==> src/rtl/sphn_pong_pkg.sv <==
// Shared types and constants for the pong game core.
//   - state_t : sweep FSM encoding (IDLE / SWEEP)
//   - dir_t   : paddle direction encoding (NONE / UP / DOWN)
//   - DEF_SCREEN_H / DEF_PADDLE_H : default geometry that is shared with the
//     renderer and the collision logic
package sphn_pong_pkg;

  typedef enum logic {
    ST_IDLE  = 1'b0,
    ST_SWEEP = 1'b1
  } state_t;

  typedef enum logic [1:0] {
    DIR_NONE = 2'd0,
    DIR_UP   = 2'd1,
    DIR_DOWN = 2'd2
  } dir_t;

  localparam int DEF_SCREEN_H = 480;
  localparam int DEF_PADDLE_H = 64;

endpackage

==> src/rtl/sphn_sync2.sv <==
// Parametrised-width two-flop synchroniser for asynchronous level inputs.
// Ports:
//   clk_i  in  1  destination clock
//   rst_i  in  1  asynchronous active-high reset (both stages clear to 0)
//   d_i    in  W  asynchronous inputs
//   q_o    out W  synchronised outputs, two clock edges behind d_i
module sphn_sync2 #(
  parameter int W = 1
) (
  input  logic         clk_i,
  input  logic         rst_i,
  input  logic [W-1:0] d_i,
  output logic [W-1:0] q_o
);

  logic [W-1:0] meta_q;
  logic [W-1:0] sync_q;

  always_ff @(posedge clk_i or posedge rst_i) begin
    if (rst_i) begin
      meta_q <= '0;
      sync_q <= '0;
    end else begin
      meta_q <= d_i;
      sync_q <= meta_q;
    end
  end

  assign q_o = sync_q;

endmodule

==> src/rtl/sphn_paddle_bank.sv <==
// N-channel paddle position engine. On each frame tick the FSM snapshots the
// synchronised buttons, the human/AI selects and the ball line, then walks the
// channels one per clock through a single shared step/clamp datapath.
//
// Optional build macro: SPHN_PADDLE_ACCEL_EN adds a per-channel hold counter
// that ramps the human step from SPEED up to 2*SPEED while a direction is held.
//
// Ports:
//   pix_clk      in   1                pixel clock
//   pix_rst      in   1                asynchronous active-high reset
//   i_frame_tick in   1                one-cycle pulse at start of vblank
//   i_up         in   NUM_PADDLES      move-up buttons (asynchronous)
//   i_down       in   NUM_PADDLES      move-down buttons (asynchronous)
//   i_active     in   NUM_PADDLES      1 = human, 0 = AI (asynchronous)
//   i_ball_y     in   Y_W              ball centre line, sampled on the tick
//   o_paddle_y   out  NUM_PADDLES*Y_W  paddle top lines, channel k at [k*Y_W +: Y_W]
//   o_moving     out  NUM_PADDLES      channel position changed on its last update
//   o_busy       out  1                update sweep in progress
//   o_overrun    out  1                sticky: a tick arrived while busy
//   o_dbg_state  out  state_t          current FSM state, for observation
//
// Interface note: i_frame_tick is a fire-and-forget pulse with no ready; a
// tick seen while SWEEP is running is dropped and recorded in o_overrun.
module sphn_paddle_bank
  import sphn_pong_pkg::*;
#(
  parameter int NUM_PADDLES = 2,
  parameter int Y_W         = 10,
  parameter int SCREEN_H    = DEF_SCREEN_H,
  parameter int PADDLE_H    = DEF_PADDLE_H,
  parameter int SPEED       = 4,
  parameter int AI_SPEED    = 3
) (
  input  logic                       pix_clk,
  input  logic                       pix_rst,
  input  logic                       i_frame_tick,
  input  logic [NUM_PADDLES-1:0]     i_up,
  input  logic [NUM_PADDLES-1:0]     i_down,
  input  logic [NUM_PADDLES-1:0]     i_active,
  input  logic [Y_W-1:0]             i_ball_y,
  output logic [NUM_PADDLES*Y_W-1:0] o_paddle_y,
  output logic [NUM_PADDLES-1:0]     o_moving,
  output logic                       o_busy,
  output logic                       o_overrun,
  output state_t                     o_dbg_state
);

  localparam int CH_W = (NUM_PADDLES > 1) ? $clog2(NUM_PADDLES) : 1;
  // Two extra bits: one for the sign, one for headroom above SCREEN_H.
  localparam int S_W  = Y_W + 2;

  localparam logic [Y_W-1:0]        Y_RST   = Y_W'((SCREEN_H - PADDLE_H) / 2);
  localparam logic signed [S_W-1:0] ZERO_S  = '0;
  localparam logic signed [S_W-1:0] YMAX_S  = S_W'(SCREEN_H - PADDLE_H);
  localparam logic signed [S_W-1:0] HALF_S  = S_W'(PADDLE_H / 2);
  localparam logic signed [S_W-1:0] AI_S    = S_W'(AI_SPEED);
  localparam logic signed [S_W-1:0] SPEED_S = S_W'(SPEED);
  localparam logic [CH_W-1:0]       CH_LAST = CH_W'(NUM_PADDLES - 1);

  // Synchronised button / mode inputs.
  logic [NUM_PADDLES-1:0] up_s, down_s, act_s;

  sphn_sync2 #(.W(3 * NUM_PADDLES)) u_sync (
    .clk_i (pix_clk),
    .rst_i (pix_rst),
    .d_i   ({i_up, i_down, i_active}),
    .q_o   ({up_s, down_s, act_s})
  );

  // FSM and frame snapshot.
  state_t                 state_q;
  logic [CH_W-1:0]        ch_q;
  logic [Y_W-1:0]         ball_q;
  logic [NUM_PADDLES-1:0] up_q, down_q, act_q;
  logic [Y_W-1:0]         pos_q [NUM_PADDLES];
  logic [NUM_PADDLES-1:0] moving_q;
  logic                   overrun_q;

`ifdef SPHN_PADDLE_ACCEL_EN
  localparam int HOLD_W = $clog2(SPEED + 1);
  logic [HOLD_W-1:0] hold_q [NUM_PADDLES];
  dir_t              dir_q  [NUM_PADDLES];
  logic [HOLD_W-1:0] hold_d;
`endif

  // Shared datapath for the channel selected by ch_q.
  logic [Y_W-1:0]        cur_y;
  logic signed [S_W-1:0] y_s, tgt_s, diff_s, step_s, sum_s;
  logic [Y_W-1:0]        pos_d;
  dir_t                  dir_d;

  always_comb begin
    cur_y = pos_q[ch_q];
    y_s   = $signed({2'b00, cur_y});

    dir_d = DIR_NONE;
    if (up_q[ch_q] && !down_q[ch_q]) begin
      dir_d = DIR_UP;
    end else if (down_q[ch_q] && !up_q[ch_q]) begin
      dir_d = DIR_DOWN;
    end

`ifdef SPHN_PADDLE_ACCEL_EN
    // The counter only grows while the same direction stays held across
    // frames; it saturates at SPEED so the step tops out at 2*SPEED.
    hold_d = '0;
    if (act_q[ch_q] && (dir_d != DIR_NONE) && (dir_d == dir_q[ch_q])) begin
      hold_d = (hold_q[ch_q] == HOLD_W'(SPEED)) ? hold_q[ch_q] : hold_q[ch_q] + 1'b1;
    end
    step_s = SPEED_S + $signed(S_W'(hold_d));
`else
    step_s = SPEED_S;
`endif

    // AI target: paddle centred on the ball, kept on screen.
    tgt_s = $signed({2'b00, ball_q}) - HALF_S;
    if (tgt_s < ZERO_S) begin
      tgt_s = ZERO_S;
    end else if (tgt_s > YMAX_S) begin
      tgt_s = YMAX_S;
    end
    diff_s = tgt_s - y_s;

    sum_s = y_s;
    if (act_q[ch_q]) begin
      case (dir_d)
        DIR_UP:   sum_s = y_s - step_s;
        DIR_DOWN: sum_s = y_s + step_s;
        default:  sum_s = y_s;
      endcase
      if (sum_s < ZERO_S) begin
        sum_s = ZERO_S;
      end else if (sum_s > YMAX_S) begin
        sum_s = YMAX_S;
      end
    end else begin
      // Within AI_SPEED of the target we land on it exactly, so no overshoot.
      if (diff_s > AI_S) begin
        sum_s = y_s + AI_S;
      end else if (diff_s < -AI_S) begin
        sum_s = y_s - AI_S;
      end else begin
        sum_s = tgt_s;
      end
    end

    // sum_s is clamped to 0..SCREEN_H-PADDLE_H, so truncation is lossless.
    pos_d = Y_W'(sum_s);
  end

  always_ff @(posedge pix_clk or posedge pix_rst) begin
    if (pix_rst) begin
      state_q   <= ST_IDLE;
      ch_q      <= '0;
      ball_q    <= '0;
      up_q      <= '0;
      down_q    <= '0;
      act_q     <= '0;
      moving_q  <= '0;
      overrun_q <= 1'b0;
      for (int k = 0; k < NUM_PADDLES; k++) begin
        pos_q[k] <= Y_RST;
`ifdef SPHN_PADDLE_ACCEL_EN
        hold_q[k] <= '0;
        dir_q[k]  <= DIR_NONE;
`endif
      end
    end else begin
      case (state_q)
        ST_IDLE: begin
          if (i_frame_tick) begin
            ball_q  <= i_ball_y;
            up_q    <= up_s;
            down_q  <= down_s;
            act_q   <= act_s;
            ch_q    <= '0;
            state_q <= ST_SWEEP;
          end
        end
        ST_SWEEP: begin
          if (i_frame_tick) begin
            overrun_q <= 1'b1;
          end
          pos_q[ch_q]    <= pos_d;
          moving_q[ch_q] <= (pos_d != cur_y);
`ifdef SPHN_PADDLE_ACCEL_EN
          hold_q[ch_q] <= hold_d;
          dir_q[ch_q]  <= act_q[ch_q] ? dir_d : DIR_NONE;
`endif
          if (ch_q == CH_LAST) begin
            ch_q    <= '0;
            state_q <= ST_IDLE;
          end else begin
            ch_q <= ch_q + 1'b1;
          end
        end
        default: begin
          state_q <= ST_IDLE;
        end
      endcase
    end
  end

  for (genvar g = 0; g < NUM_PADDLES; g++) begin : g_out
    assign o_paddle_y[g*Y_W +: Y_W] = pos_q[g];
  end

  assign o_moving    = moving_q;
  assign o_busy      = (state_q == ST_SWEEP);
  assign o_overrun   = overrun_q;
  assign o_dbg_state = state_q;

endmodule

==> config.mk <==
export PLATFORM = sky130hd
export DESIGN_NAME = sphn_paddle_bank
export DESIGN_NICKNAME = d
export VERILOG_FILES = /design/src/rtl/sphn_pong_pkg.sv /design/src/rtl/sphn_sync2.sv /design/src/rtl/sphn_paddle_bank.sv
export SDC_FILE = /design/constraint.sdc
export NUM_CORES = 1
export LEC_CHECK = 0
export ABC_AREA = 1
export CAP_MARGIN = 20
export CELL_PAD_IN_SITES_DETAIL_PLACEMENT = 0
export CELL_PAD_IN_SITES_GLOBAL_PLACEMENT = 2
export CORE_MARGIN = 2
export CORE_UTILIZATION = 35
export DETAILED_ROUTE_END_ITERATION = 10
export GPL_ROUTABILITY_DRIVEN = 1
export GPL_TIMING_DRIVEN = 1
export PLACE_DENSITY_LB_ADDON = 0.08
export SLEW_MARGIN = 5
export SYNTH_ARGS = -nofsm -noshare
export SYNTH_HDL_FRONTEND = slang
export SYNTH_HIERARCHICAL = 1
export SYNTH_SLANG_ARGS = --single-unit
==> constraint.sdc <==
create_clock -name pix_clk -period 10.19 [get_ports pix_clk]
set_input_delay 2.038 -clock pix_clk [delete_from_list [all_inputs] [get_ports pix_clk]]
set_output_delay 2.038 -clock pix_clk [all_outputs]
set_load 0.02 [all_outputs]
=== After elaboration in Yosys (flattened, before gate mapping) ===
Index checks and enable logic that the tools add are counted.
Widths: inputs -> output; s select.

* Register bits after elaboration: 53
* Logic and storage cells: 75

* Reductions and logical operators: 8
* $add $sub $neg: 7
* Magnitude comparators: 10
* Multiplexer cells: 32
* Equality and inequality tests: 4
* Bitwise operators: 2

{| class="wikitable"
|+ Operator list
! kind !! count
|-
| $mux 10 || 9
|-
| $mux 12 || 3
|-
| $pmux 12 s2 || 1
|-
| $bwmux 20 || 1
|-
| $gt 12x10->1 const B || 1
|-
| $gt 12x3->1 const B || 1
|-
| $lt 12x1->1 const B || 1
|-
| $lt 12x3->1 const B || 1
|-
| $sub 12x11->12 || 1
|-
| $add 10x3->11 const B || 1
|-
| $gt 11x10->1 const B || 1
|-
| $lt 11x1->1 const B || 1
|-
| $mux 1 || 11
|-
| $sub 10x3->11 const B || 1
|-
| $sub 10x6->11 const B || 1
|-
| $add 10x2->10 const B || 1
|-
| $demux 10 s1 || 1
|-
| $ne 10x10->1 || 1
|-
| $sub 10x2->10 const B || 1
|-
| $logic_and 1x1->1 || 4
|-
| $mux 2 || 2
|-
| $pmux 1 s2 || 2
|-
| $reduce_and 2->1 || 2
|-
| $bwmux 2 || 1
|-
| 12 further kinds || 13
|}

=== Depth between registers and ports, before layout ===
Gate-level depths: netlist of run 1.

* Depth after elaboration: 15
* Mapped depth: 31
* Depth with buffers taken out: 31

=== Modules after synthesis ===
The synthesis of run 1 kept the hierarchy.

{| class="wikitable"
|+ Modules (own cells, without submodules)
! module !! seq. area each (µm²) !! area each (µm²) !! times used !! cells an instance
|-
| sphn_paddle_bank || 1,033.5 || 4,137.7 || 1 || 645
|-
| sphn_sync2 || 300.3 || 304.0 || 1 || 13
|}

=== Worst setup path after synthesis of run 1 ===
OpenSTA, ideal clock, no wires.

* Path kind: register to register
* Start: register ball_q[5]
* End: register moving_q[0] (netlist: o_moving[0])
* Arrival time: 3.397 ns
* Cell stages (with the launch flop): 29
* Buffers on the path: 0
* Period minus slack after synthesis: 3.514 ns
* Path slack: 6.676 ns
* Required time: 10.074 ns
* Path through: dfrtp_1 -> inv_1 -> ha_1 -> nand4_1 -> o2111ai_1 -> nand2_1 -> o21ai_0 -> inv_1 -> ha_1 -> a21oi_2 -> nor2_1 -> nor2_1 -> nand2_1 -> nand2_1 -> nand2_1 -> nor2_1 -> nand3_2 -> nand2_4 -> nand2_1 -> inv_2 -> nand2_1 -> nand4_1 -> nand2_1 -> nand2_1 -> nand2_1 -> nor2_1 -> nand3_1 -> nand2_1 -> nand2_1

* Cells in the longest elaborated chain, start to end: 11

{| class="wikitable"
|+ RTL lines
! what !! RTL line !! text
|-
| start, declared || sphn_paddle_bank.sv:73 || <nowiki>logic [Y_W-1:0] ball_q;</nowiki>
|-
| start signal, assigned || sphn_paddle_bank.sv:172 || <nowiki>ball_q <= i_ball_y;</nowiki>
|-
| $sub 10x6->11 (*) || sphn_paddle_bank.sv:116 || <nowiki>tgt_s = $signed({2'b00, ball_q}) - HALF_S;</nowiki>
|-
| $gt 11x10->1 || sphn_paddle_bank.sv:119 || <nowiki>end else if (tgt_s > YMAX_S) begin</nowiki>
|-
| $mux 12 || sphn_paddle_bank.sv:119 ||
|-
| $mux 12 (*) || sphn_paddle_bank.sv:117 || <nowiki>if (tgt_s < ZERO_S) begin</nowiki>
|-
| $sub 12x11->12 || sphn_paddle_bank.sv:122 || <nowiki>diff_s = tgt_s - y_s;</nowiki>
|-
| $lt 12x3->1 || sphn_paddle_bank.sv:140 || <nowiki>end else if (diff_s < -AI_S) begin</nowiki>
|-
| $mux 10 || sphn_paddle_bank.sv:140 ||
|-
| $mux 10 (*) || sphn_paddle_bank.sv:138 || <nowiki>if (diff_s > AI_S) begin</nowiki>
|-
| $mux 10 (*) || sphn_paddle_bank.sv:125 || <nowiki>if (act_q[ch_q]) begin</nowiki>
|-
| $ne 10x10->1 (*) || sphn_paddle_bank.sv:185 || <nowiki>moving_q[ch_q] <= (pos_d != cur_y);</nowiki>
|-
| $bwmux 2 (*) || sphn_paddle_bank.sv:185 ||
|-
| end signal, assigned by index || sphn_paddle_bank.sv:185 ||
|-
| end, declared || sphn_paddle_bank.sv:76 || <nowiki>logic [NUM_PADDLES-1:0] moving_q;</nowiki>
|}

Mark *: on every way between the ends. The rest lies on a longest branch, timed or not.
A chain may end at the register's enable or synchronous reset.

=== Worst setup path in the final report of run 1 ===
Same ends and word-level chain as after synthesis.

==> results of run 1 <==
## Yosys cell counts (7+ instances only)
library cell	n	area share [%]
nand2_4	9	2.3
clkbuf_1	8	0.68
nor2_1	51	4.3
inv_1	81	6.8
a21oi_1	18	2.0
nand3_1	64	7.2
xor2_1	17	3.4
dfrtp_1	47	26
nand2_2	12	1.7
nand2_1	205	17
nand4_1	18	2.5
o21ai_0	29	3.3
ha_1	19	5.4
o21ai_1	7	0.79
## metrics by stage
| step | std cells | instance area (um^2) | hold WS, ps | setup slack (ps) | util (%) |
|---|---|---|---|---|---|
| floorplan | 658 | 4440 | 331 | 6680 | - |
| global placement | 859 | 5000 | 331 | 5690 | 40.0 |
| detailed placement | 859 | 5000 | 335 | 5650 | 40.0 |
| CTS | 867 | 5180 | 351 | 5630 | 41.4 |
| global route | 867 | 5180 | 352 | 5100 | 41.4 |
| finish | 867 | 5180 | 350 | 5660 | 41.4 |
## metal layers
metal / up-vias / share of wire, % / global-route usage [%]
met4: 0 / 1.6 / 4.94
li1: 2170 / - / -
met3: 14 / 4.4 / 2.39
met2: 112 / 44 / 33.2
met5: - / 0 / 0
met1: 2001 / 50 / 31.4
## path summary, 6_finish.rpt
kind | startpoint | end | slack, ps | cells past startpoint
worst max-delay path | ball_q[5] | o_moving[0] | 5660 | 28
worst min-delay path | u_sync/meta_q[4] | u_sync/q_o[4] | 350 | 0
worst max register to register | ball_q[5] | o_moving[0] | 5660 | 28
worst min register to register | u_sync/meta_q[4] | u_sync/q_o[4] | 350 | 0
max in group asynchronous | pix_rst | o_paddle_y[4] | 7620 | 3
min in group asynchronous | pix_rst | u_sync/q_o[3] | 2070 | 2
## placed cells by master (no fill, tap or decap), types with 3 or more instances in the layout
cell / synthesis / final
o21ai_0: 29 / 29
nor2_1: 51 / 51
nand3_1: 64 / 64
dfrtp_1: 47 / 47
nor2_4: 3 / 3
nand4_1: 18 / 18
clkbuf_16: 0 / 5
xor2_1: 17 / 17
o211ai_1: 5 / 5
nand3b_1: 6 / 6
nand3_2: 4 / 4
nor2_2: 6 / 6
nand2_4: 9 / 9
nand2_2: 12 / 12
dfstp_2: 6 / 6
o21ai_1: 7 / 7
inv_1: 81 / 81
inv_2: 5 / 5
nand2_1: 205 / 205
o21ai_2: 6 / 6
mux2_2: 6 / 6
a21oi_1: 18 / 18
clkdlybuf4s50_1: 0 / 43
ha_1: 19 / 19
## registers in the layout, summed over array words and instances (netlist names)
name and flops:
o_paddle_y 20, ball_q 10, u_sync/meta_q 6, u_sync/q_o 6, act_q 2, down_q 2
o_moving 2, up_q 2, ch_q 1, o_busy 1, o_overrun 1
## cell families after synthesis
logic type               Yosys count  synth area share [%]
AO/OA/AOI/OAI                     71                  9.38
XOR/XNOR                          19                  3.75
adder cells (fa/ha/maj)           20                  5.80
buffers and inverters            104                  9.69
flip-flops                        53                  30.0
multiplexers                       6                  1.52
other                              1                0.0844
AND/OR/NAND/NOR                  384                  39.7
## area by class of cell
cell class | instances | share of cell area (%)
Multi-Input combinational cell | 501 | 51.7
Sequential cell | 53 | 25.7
Timing Repair Buffer | 45 | 8.60
Inverter | 88 | 6.43
Tap cell | 172 | 4.15
Clock buffer | 5 | 2.42
Clock inverter | 3 | 0.966
## worst reg2reg max path, delay by kind of cell, from the launching register on
| family | cells | cell delay [ps] |
|---|---|---|
| buffers and inverters | 3 | 250 |
| AO/OA/AOI/OAI | 3 | 950 |
| flip-flops | 1 | 350 |
| AND/OR/NAND/NOR | 20 | 2170 |
| adder cells (fa/ha/maj) | 2 | 690 |
==> summary.txt, run 1 <==
STA
  • Least-Margin Pin Slew: 864 ps
  • Count of endpoints failing hold in the final timing report: 0
  • Slew Limit Fails: 0
  • Total Negative Setup Slacks: 0 ps
  • Count of final setup violators: 0
  • Highest Clock Rate: 221 MHz
  • Final period demand of the worst path: 4530 ps
  • Clock skew: 3.04 ps
  • Headroom to the max-slew limit: 42.2%
  • Tcrit/Tclk final: 44.5%
  • RSZ-0062 raised after global routing: no

Clocking
  • Maximum level of the CTS H-tree: 2
  • Resized Gates After CTS: 0
  • Clock input transition at the sequential cells of the worst setup and hold paths: 70 ps
  • Clock buffer count from CTS: 5
  • Clock Latency Late Sink: 290 ps
  • Buffer depth of the longest clock path: 2
  • Cell at the root of the clock tree: clkbuf_16
  • Number of buffers inserted by post-CTS setup repair: 0
  • CTS tree: done
  • Hold buffer count at CTS: 0
  • Clock sink total: 53

Global route
  • Wire length of the first global-routing pass: 22400 um
  • Overall track demand over capacity in global routing: 21.2%
  • Total congestion overflow: 0
  • Largest net degree at the start of global routing: 42
  • Antenna violations before repair: 0
  • Number of global-route vias before repair: 4193

Detailed routing
  • Count of nets left with antenna violations after detail routing: 0
  • Sum of routed wire length over all layers: 13600 um
  • Drt first pass iters: 5
  • Via/cell ratio: 4.96
  • Detailed-route DRC error count: 0
  • DRT iter0 DRCs: 256
  • Vias: 4297
  • WL/cell: 15.7 um

Setup path
  • Combined buffer and inverter count along the critical path: 3
  • Worst EP arrival: 4720 ps
  • Required time of the critical path: 10370 ps
  • Critical-path top delay cell: o21ai_0
  • Setup Crit Path Kind: reg -> reg
  • Critical path peak fanout: 10
  • Top delay family on crit path: simple AND/OR/NAND/NOR gates
  • Launching element type of the critical path: flop
  • Most repeated library cell on the critical path: nand2_1
  • Delay contributed by the slowest stage of the critical path: 380 ps
  • Endpoint type of the worst setup path: flop

Floorplanning
  • Die X: 117 um
  • Area of the placeable core: 12500 um^2
  • Die height: 117 um
  • Rows: 41
  • Starting density of the core: 35.5%
  • Die ar.: 13600 um^2
  • I/O pin cnt: 44

Synth
  • Mean instance size in the synthesized netlist: 6.75 um^2
  • Portion of the post-synthesis area used by sequential elements: 30.0%
  • EDFF count, synth: 0
  • Post-Syn Instances: 658
  • Number of synthesized register bits: 53
  • Dominant register cell in the synthesized netlist: dfrtp_1
  • Number of distinct standard cells referenced by the synthesized netlist: 41
  • Share of synthesized registers carrying an async set or reset: 100%
  • Count of warnings emitted by yosys: 6
  • Net count after synthesis: 697
  • Cell area after synthesis: 4440 um^2

Layout
  • Filler cell count: 1365
  • Nets@finish: 733
  • Diodes inserted: 0
  • Register area: 1330 um^2
  • Fraction of layout instances using a drive strength above 1: 10.6%
  • Synthesis-to-finish area growth: 16.6%
  • Multi-input gate area: 2680 um^2

Worst hold path
  • Worst hold path class: reg -> reg

Run status
  • Result of the run: finished clean

Place
  • DP Wirelength: 10700 um
  • GPL Wtd Cong: 0.864
  • Count of buffers inserted at the top-level ports: 43

Job
  • Number of violations of the max-capacitance limit: 0
Power of run 1 is not shown: default switching activity piles up to over one toggle a cycle in this logic, so the estimate is an artifact.
==> run 2, diff against run 1 <==
--- a/config.mk
+++ b/config.mk
@@ -10,7 +10,7 @@
 export CELL_PAD_IN_SITES_DETAIL_PLACEMENT = 0
 export CELL_PAD_IN_SITES_GLOBAL_PLACEMENT = 2
 export CORE_MARGIN = 2
-export CORE_UTILIZATION = 35
+export CORE_UTILIZATION = 29
 export DETAILED_ROUTE_END_ITERATION = 10
 export GPL_ROUTABILITY_DRIVEN = 1
 export GPL_TIMING_DRIVEN = 1
==> constraint.sdc (replaced) <==
create_clock -name pix_clk -period 3.7 [get_ports pix_clk]
set_input_delay 0.74 -clock pix_clk [delete_from_list [all_inputs] [get_ports pix_clk]]
set_output_delay 0.74 -clock pix_clk [all_outputs]
set_load 0.02 [all_outputs]
==> summary.txt, run 2 (synthesis gave the netlist of run 1 again) <==
Floorplanning
  • Area of the placeable core: 15100 um^2
  • Rows: 45
  • Die X: 128 um
  • Die ar.: 16300 um^2
  • Starting density of the core: 29.4%
  • Die height: 128 um
  • I/O pin cnt: 44

Setup path
  • Setup Crit Path Kind: reg -> reg
  • Critical-path top delay cell: dfrtp_1
  • Capture instance of the worst register-to-register path: o_moving[1]
  • Start of the worst register-to-register path: ball_q[5]
  • Setup slack, reg-to-reg: -170 ps
  • Worst EP arrival: 4050 ps
  • Launching element type of the critical path: flop
  • Delay contributed by the slowest stage of the critical path: 360 ps
  • Combined buffer and inverter count along the critical path: 5
  • Most repeated library cell on the critical path: nand2_1
  • Endpoint type of the worst setup path: flop
  • Critical path peak fanout: 6
  • Top delay family on crit path: simple AND/OR/NAND/NOR gates
  • Depth of the worst register-to-register path: 28
  • Required time of the critical path: 3880 ps

Clocking
  • Buffer depth of the longest clock path: 2
  • Hold buffer count at CTS: 0
  • Cell at the root of the clock tree: clkbuf_16
  • Clock input transition at the sequential cells of the worst setup and hold paths: 70 ps
  • CTS tree: done
  • Clock sink total: 53
  • Clock buffer count from CTS: 5
  • Clock Latency Late Sink: 290 ps
  • Maximum level of the CTS H-tree: 2

STA
  • RSZ-0062 raised after global routing: yes
  • Clock skew: 4.91 ps
  • Headroom to the max-slew limit: 41.6%
  • Slew Limit Fails: 0
  • Tcrit/Tclk final: 105%
  • Count of final setup violators: 2
  • Least-Margin Pin Slew: 874 ps
  • Highest Clock Rate: 258 MHz
  • Final critical-path setup slack: -172 ps
  • Final period demand of the worst path: 3870 ps
  • Count of endpoints failing hold in the final timing report: 0

Detailed routing
  • Drt first pass iters: 5
  • WL/cell: 15.5 um
  • Count of nets left with antenna violations after detail routing: 0
  • Via/cell ratio: 4.77
  • Sum of routed wire length over all layers: 15400 um
  • Detailed-route DRC error count: 0
  • DRT iter0 DRCs: 325
  • Vias: 4718

Global route
  • Number of global-route vias before repair: 4587
  • Wire length of the first global-routing pass: 24500 um
  • Overall track demand over capacity in global routing: 19.1%
  • Antenna violations before repair: 0
  • Largest net degree at the start of global routing: 36
  • Total congestion overflow: 0

Layout
  • Commonest cells after routing, fill and taps aside: 184 x nand2_1, 98 x buf_4, 76 x inv_1, 50 x nand3_1, 47 x dfrtp_1
  • Diodes inserted: 0
  • Fraction of layout instances using a drive strength above 1: 32.7%
  • Commonest non-fill, non-tap cell in the layout: nand2_1
  • Synthesis-to-finish area growth: 45.0%
  • Nets@finish: 840
  • Filler cell count: 1587
  • Final instance area: 6440 um^2
  • Max reg flops: 20

Place
  • Placed cell areas: 5640 um^2
  • GPL Wtd Cong: 0.849
  • Count of buffers inserted at the top-level ports: 43
  • Pre-CTS setup slack: -586 ps
  • DP Wirelength: 11900 um

Worst hold path
  • Hold-critical path endpoint: u_sync/q_o[4]
  • Cell depth of the worst min-delay path: 0
  • Source of the worst hold timing path: u_sync/meta_q[4]
  • Worst hold path class: reg -> reg

Job
  • Number of violations of the max-capacitance limit: 0

Run status
  • Result of the run: finished, violations left
  • Failing checks: setup timing
[run 2: metrics by stage]
| stage | setup TNS (ps) | utilization, % | cells | hold slack, ps |
|---|---|---|---|---|
| 2_1_floorplan | 0 | - | 658 | 331 |
| 3_3_place_gp | -4620 | 37.4 | 955 | 333 |
| 3_5_place_dp | -5830 | 37.4 | 955 | 335 |
| 4_1_cts | -483 | 41.1 | 982 | 352 |
| 5_1_grt | -4860 | 42.7 | 990 | 356 |
| 6_report | -337 | 42.7 | 990 | 350 |
[run 2: worst max-delay path by stage]
stage              start     endpoint  slack, ps  cells past startpoint
2_1_floorplan  ball_q[5]  o_moving[0]        190                     28
3_3_place_gp   ball_q[5]  o_moving[1]       -570                     28
3_5_place_dp   ball_q[5]  o_moving[1]       -590                     28
4_1_cts        ball_q[5]  o_moving[0]       -160                     30
5_1_grt        ball_q[5]  o_moving[1]       -520                     28
6_report       ball_q[5]  o_moving[1]       -170                     28
[run 2: final cells by class]
type	instances	area, um^2	area share, %
clock inverters	3	28.8	0.447
flip-flops and latches	53	1330	20.7
repair buffers	152	1300	20.2
multi-input cells	501	3090	47.9
well taps	188	235	3.65
inverters	88	333	5.17
clock buffers	5	125	1.94
[run 2: repair_timing]
item | 4_1_cts | 5_1_grt
resized for setup | 65 | 57
hold endpoints to repair | 0 | 0
pin swaps | 22 | 28
buffers inserted | 21 | 10
setup endpoints to repair | 22 | 22
[run 2: worst reg2reg max path: cells and delay by family (launching register included)]
family                   cells  cell delay, ps
AO/OA/AOI/OAI                2             450
buffers and inverters        5             530
flip-flops                   1             360
AND/OR/NAND/NOR             19            1850
adder cells (fa/ha/maj)      2             570
[run 2: routing by layer]
layer,track usage (%),vias up,part of all wire [%]
met5,0,-,0
met1,28.2,2208,49
li1,-,2395,-
met2,30.4,102,46
met4,4.33,0,1.6
met3,1.54,13,3.6
Power of run 2 is left out for the same reason.
==> patch: new RTL, flow settings as in run 2 <==
`NUM_PADDLES`: 2 -> 4.
--- a/src/rtl/sphn_paddle_bank.sv
+++ b/src/rtl/sphn_paddle_bank.sv
@@ -25,5 +25,5 @@
   import sphn_pong_pkg::*;
 #(
-  parameter int NUM_PADDLES = 2,
+  parameter int NUM_PADDLES = 4,
   parameter int Y_W         = 10,
   parameter int SCREEN_H    = DEF_SCREEN_H,
Interface: changed (5 resized); port bits go from 44 to 72. No check against the original RTL was run, so the function may have changed too.
==> patch against run 2 <==
- the run still ends with setup timing left
- wire length rose by 36%
- sequential share of layout area rose by 6.2 points
- global-route usage fell by 0.30 points
- final cell count rose by 30%
- non-clock buffer count rose by 44
- die area rose by 39%
- count of clock-buffer cells in the layout rose by 4
- synthesized area rose by 40%
- cell area rose by 37%
- sequential cell count rose by 41
- setup slack improved by 0.012 ns
Power is not shown: default switching activity piles up to over one toggle a cycle in this logic, so the estimate is an artifact.
==> patch: results (changes against run 2) <==
stage;metric;value;unit;change
outcome;status;finished with violations;;
outcome;failing checks;setup timing;;
synthesis;Seq/Total Area, Yosys;38.1;%;+8.0 points
drt;Vias/cell;4.77;;+0.11%
clock_tree;CTS Buf Count;9;;+4
grt;global-route wire length before repair;32400;um;+32%
setup_path;critical path's largest stage delay;0.40;ns;+0.04 ns
setup_path;Crit path arrival time;4.08;ns;+0.03 ns
synthesis;net count of the mapped netlist;876;;+26%
grt;vias in the first global route;5938;;+29%
clock_tree;worst-skew pair later-pin latency;0.35;ns;+0.06 ns
drt;Detailed Route Iter0 Violations;403;;+24%
final_layout;layout cell share with drive strength beyond 1;31.7;%;-0.95 points
final_layout;max reg flops;40;;+100%
worst_hold_path;worst hold path class;reg2reg;;
final_layout;ANT cells;0;;unchanged
sta;final setup TNS;-0.590;ns;-0.252 ns
place;IO Port Bufs;71;;+65%
grt;pin count of the biggest net entering global routing;71;;+97%
clock_tree;clock root buffer;clkbuf_16;;
synthesis;ys flop type;dfrtp_1;;
clock_tree;Clk pin slew, worst setup/hold paths;0.07;ns;about the same
sta;Clock Skew;0.0109;ns;+0.00604 ns
synthesis;Synth area leaders;dfrtp_1 (33%), nand2_1 (15%), nand3_1 (6.2%);;
synthesis;Post-synth top cells;nand2_1 (249), dfrtp_1 (82), nand3_1 (77), inv_1 (74), nor2_1 (61);;
grt;initial antenna violation count;0;;unchanged
grt;gr usage total;18.8;%;-0.30 points
sta;Final WS setup;-0.159;ns;+0.0123 ns
synthesis;Synth cell types;49;;+20%
place;routability cong.;0.891;;+4.9%
sta;Worst Tran Pin Value;0.992;ns;+0.118 ns
final_layout;fin nets;1053;;+25%
drt;First-pass DRT Iterations;5;;unchanged
setup_path;CP max FO;4;;-2
synthesis;Syn. warnings;6;;unchanged
setup_path;CP max-delay cell;dfrtp_1;;
clock_tree;Clock Tree Buf Depth;2;;unchanged
place;Detailed Place HPWL;16200;um;+36%
clock_tree;H-tree level count;3;;+1
synthesis;Post-synth ARST share;100;%;unchanged
sta;Final Setup Violations;4;;+2
drt;overall routed net length;21000;um;+36%
place;Placement Cell Area;8000;sq um;+42%
## patch: cells by family after synthesis
| kind of cell | synth area share (%) |
|---|---|
| and+or+nand+nor | 34.5 |
| other | 0.0603 |
| xor gates and xnor gates | 2.96 |
| DFF | 38.1 |
| buffers and inverters | 8.49 |
| AOI/OAI and AO/OA | 9.01 |
| adders and majority gates | 4.95 |
| muxes | 1.99 |
## patch: critical path: cells and delay by family (launching register included)
family | cells | cell delay [ns]
AND/OR/NAND/NOR | 21 | 2.08
XOR/XNOR | 2 | 0.33
flip-flops | 1 | 0.40
buffers and inverters | 4 | 0.39
adder cells (fa/ha/maj) | 2 | 0.55
## patch: path summary, 6_finish.rpt
path | from | endpoint | slack (ns) | depth (start not counted)
setup / recovery | ball_q[5]$_DFFE_PP0P_ | o_moving[2]$_DFFE_PP0P_ | -0.16 | 29
hold / removal | u_sync/meta_q[11]$_DFF_PP0_ | u_sync/q_o[11]$_DFF_PP0_ | 0.35 | 0
setup reg to reg | ball_q[5]$_DFFE_PP0P_ | o_moving[2]$_DFFE_PP0P_ | -0.16 | 29
hold reg to reg | u_sync/meta_q[11]$_DFF_PP0_ | u_sync/q_o[11]$_DFF_PP0_ | 0.35 | 0
max in group asynchronous | pix_rst | o_moving[3]$_DFFE_PP0P_ | 2.07 | 3
min in group asynchronous | pix_rst | u_sync/meta_q[5]$_DFF_PP0_ | 0.92 | 2
## patch: cell type report
class	instances	area [sq um]
Timing Repair Buffer	196	1710
Multi-Input combinational cell	619	3760
Fill cell	2154	12200
Tap cell	275	344
Clock buffer	9	225
Inverter	84	320
Sequential cell	94	2370
Clock inverter	7	75.1
## patch: per-stage QoR
stage | hold slack [ns] | setup WS (ns) | util, % | std cells
after detailed placement | 0.335 | -0.354 | 38.0 | 1263
after CTS | 0.352 | -0.207 | 40.3 | 1285
after floorplan | 0.331 | 0.133 | - | 827
final | 0.351 | -0.159 | 41.9 | 1284
after global placement | 0.333 | -0.324 | 38.0 | 1263
after global routing | 0.361 | -0.466 | 41.9 | 1284
## patch: metal layers
metal / GRT usage (%) / share of wire [%] / wire (um) / vias up
met3: 1.82 / 3.6 / 759 / 32
met2: 30.1 / 47 / 9800 / 143
met4: 6.23 / 3.0 / 627 / 0
li1: - / - / - / 3026
met5: 0 / 0 / 0 / -
met1: 26.6 / 47 / 9770 / 2925
## patch: what timing repair did
action                                  in CTS  in global routing
gates cloned                                 1                  1
endpoints found under the setup margin      36                 44
setup buffers                                5                  1
pin swaps                                   23                 39
gates resized for setup                     40                 97
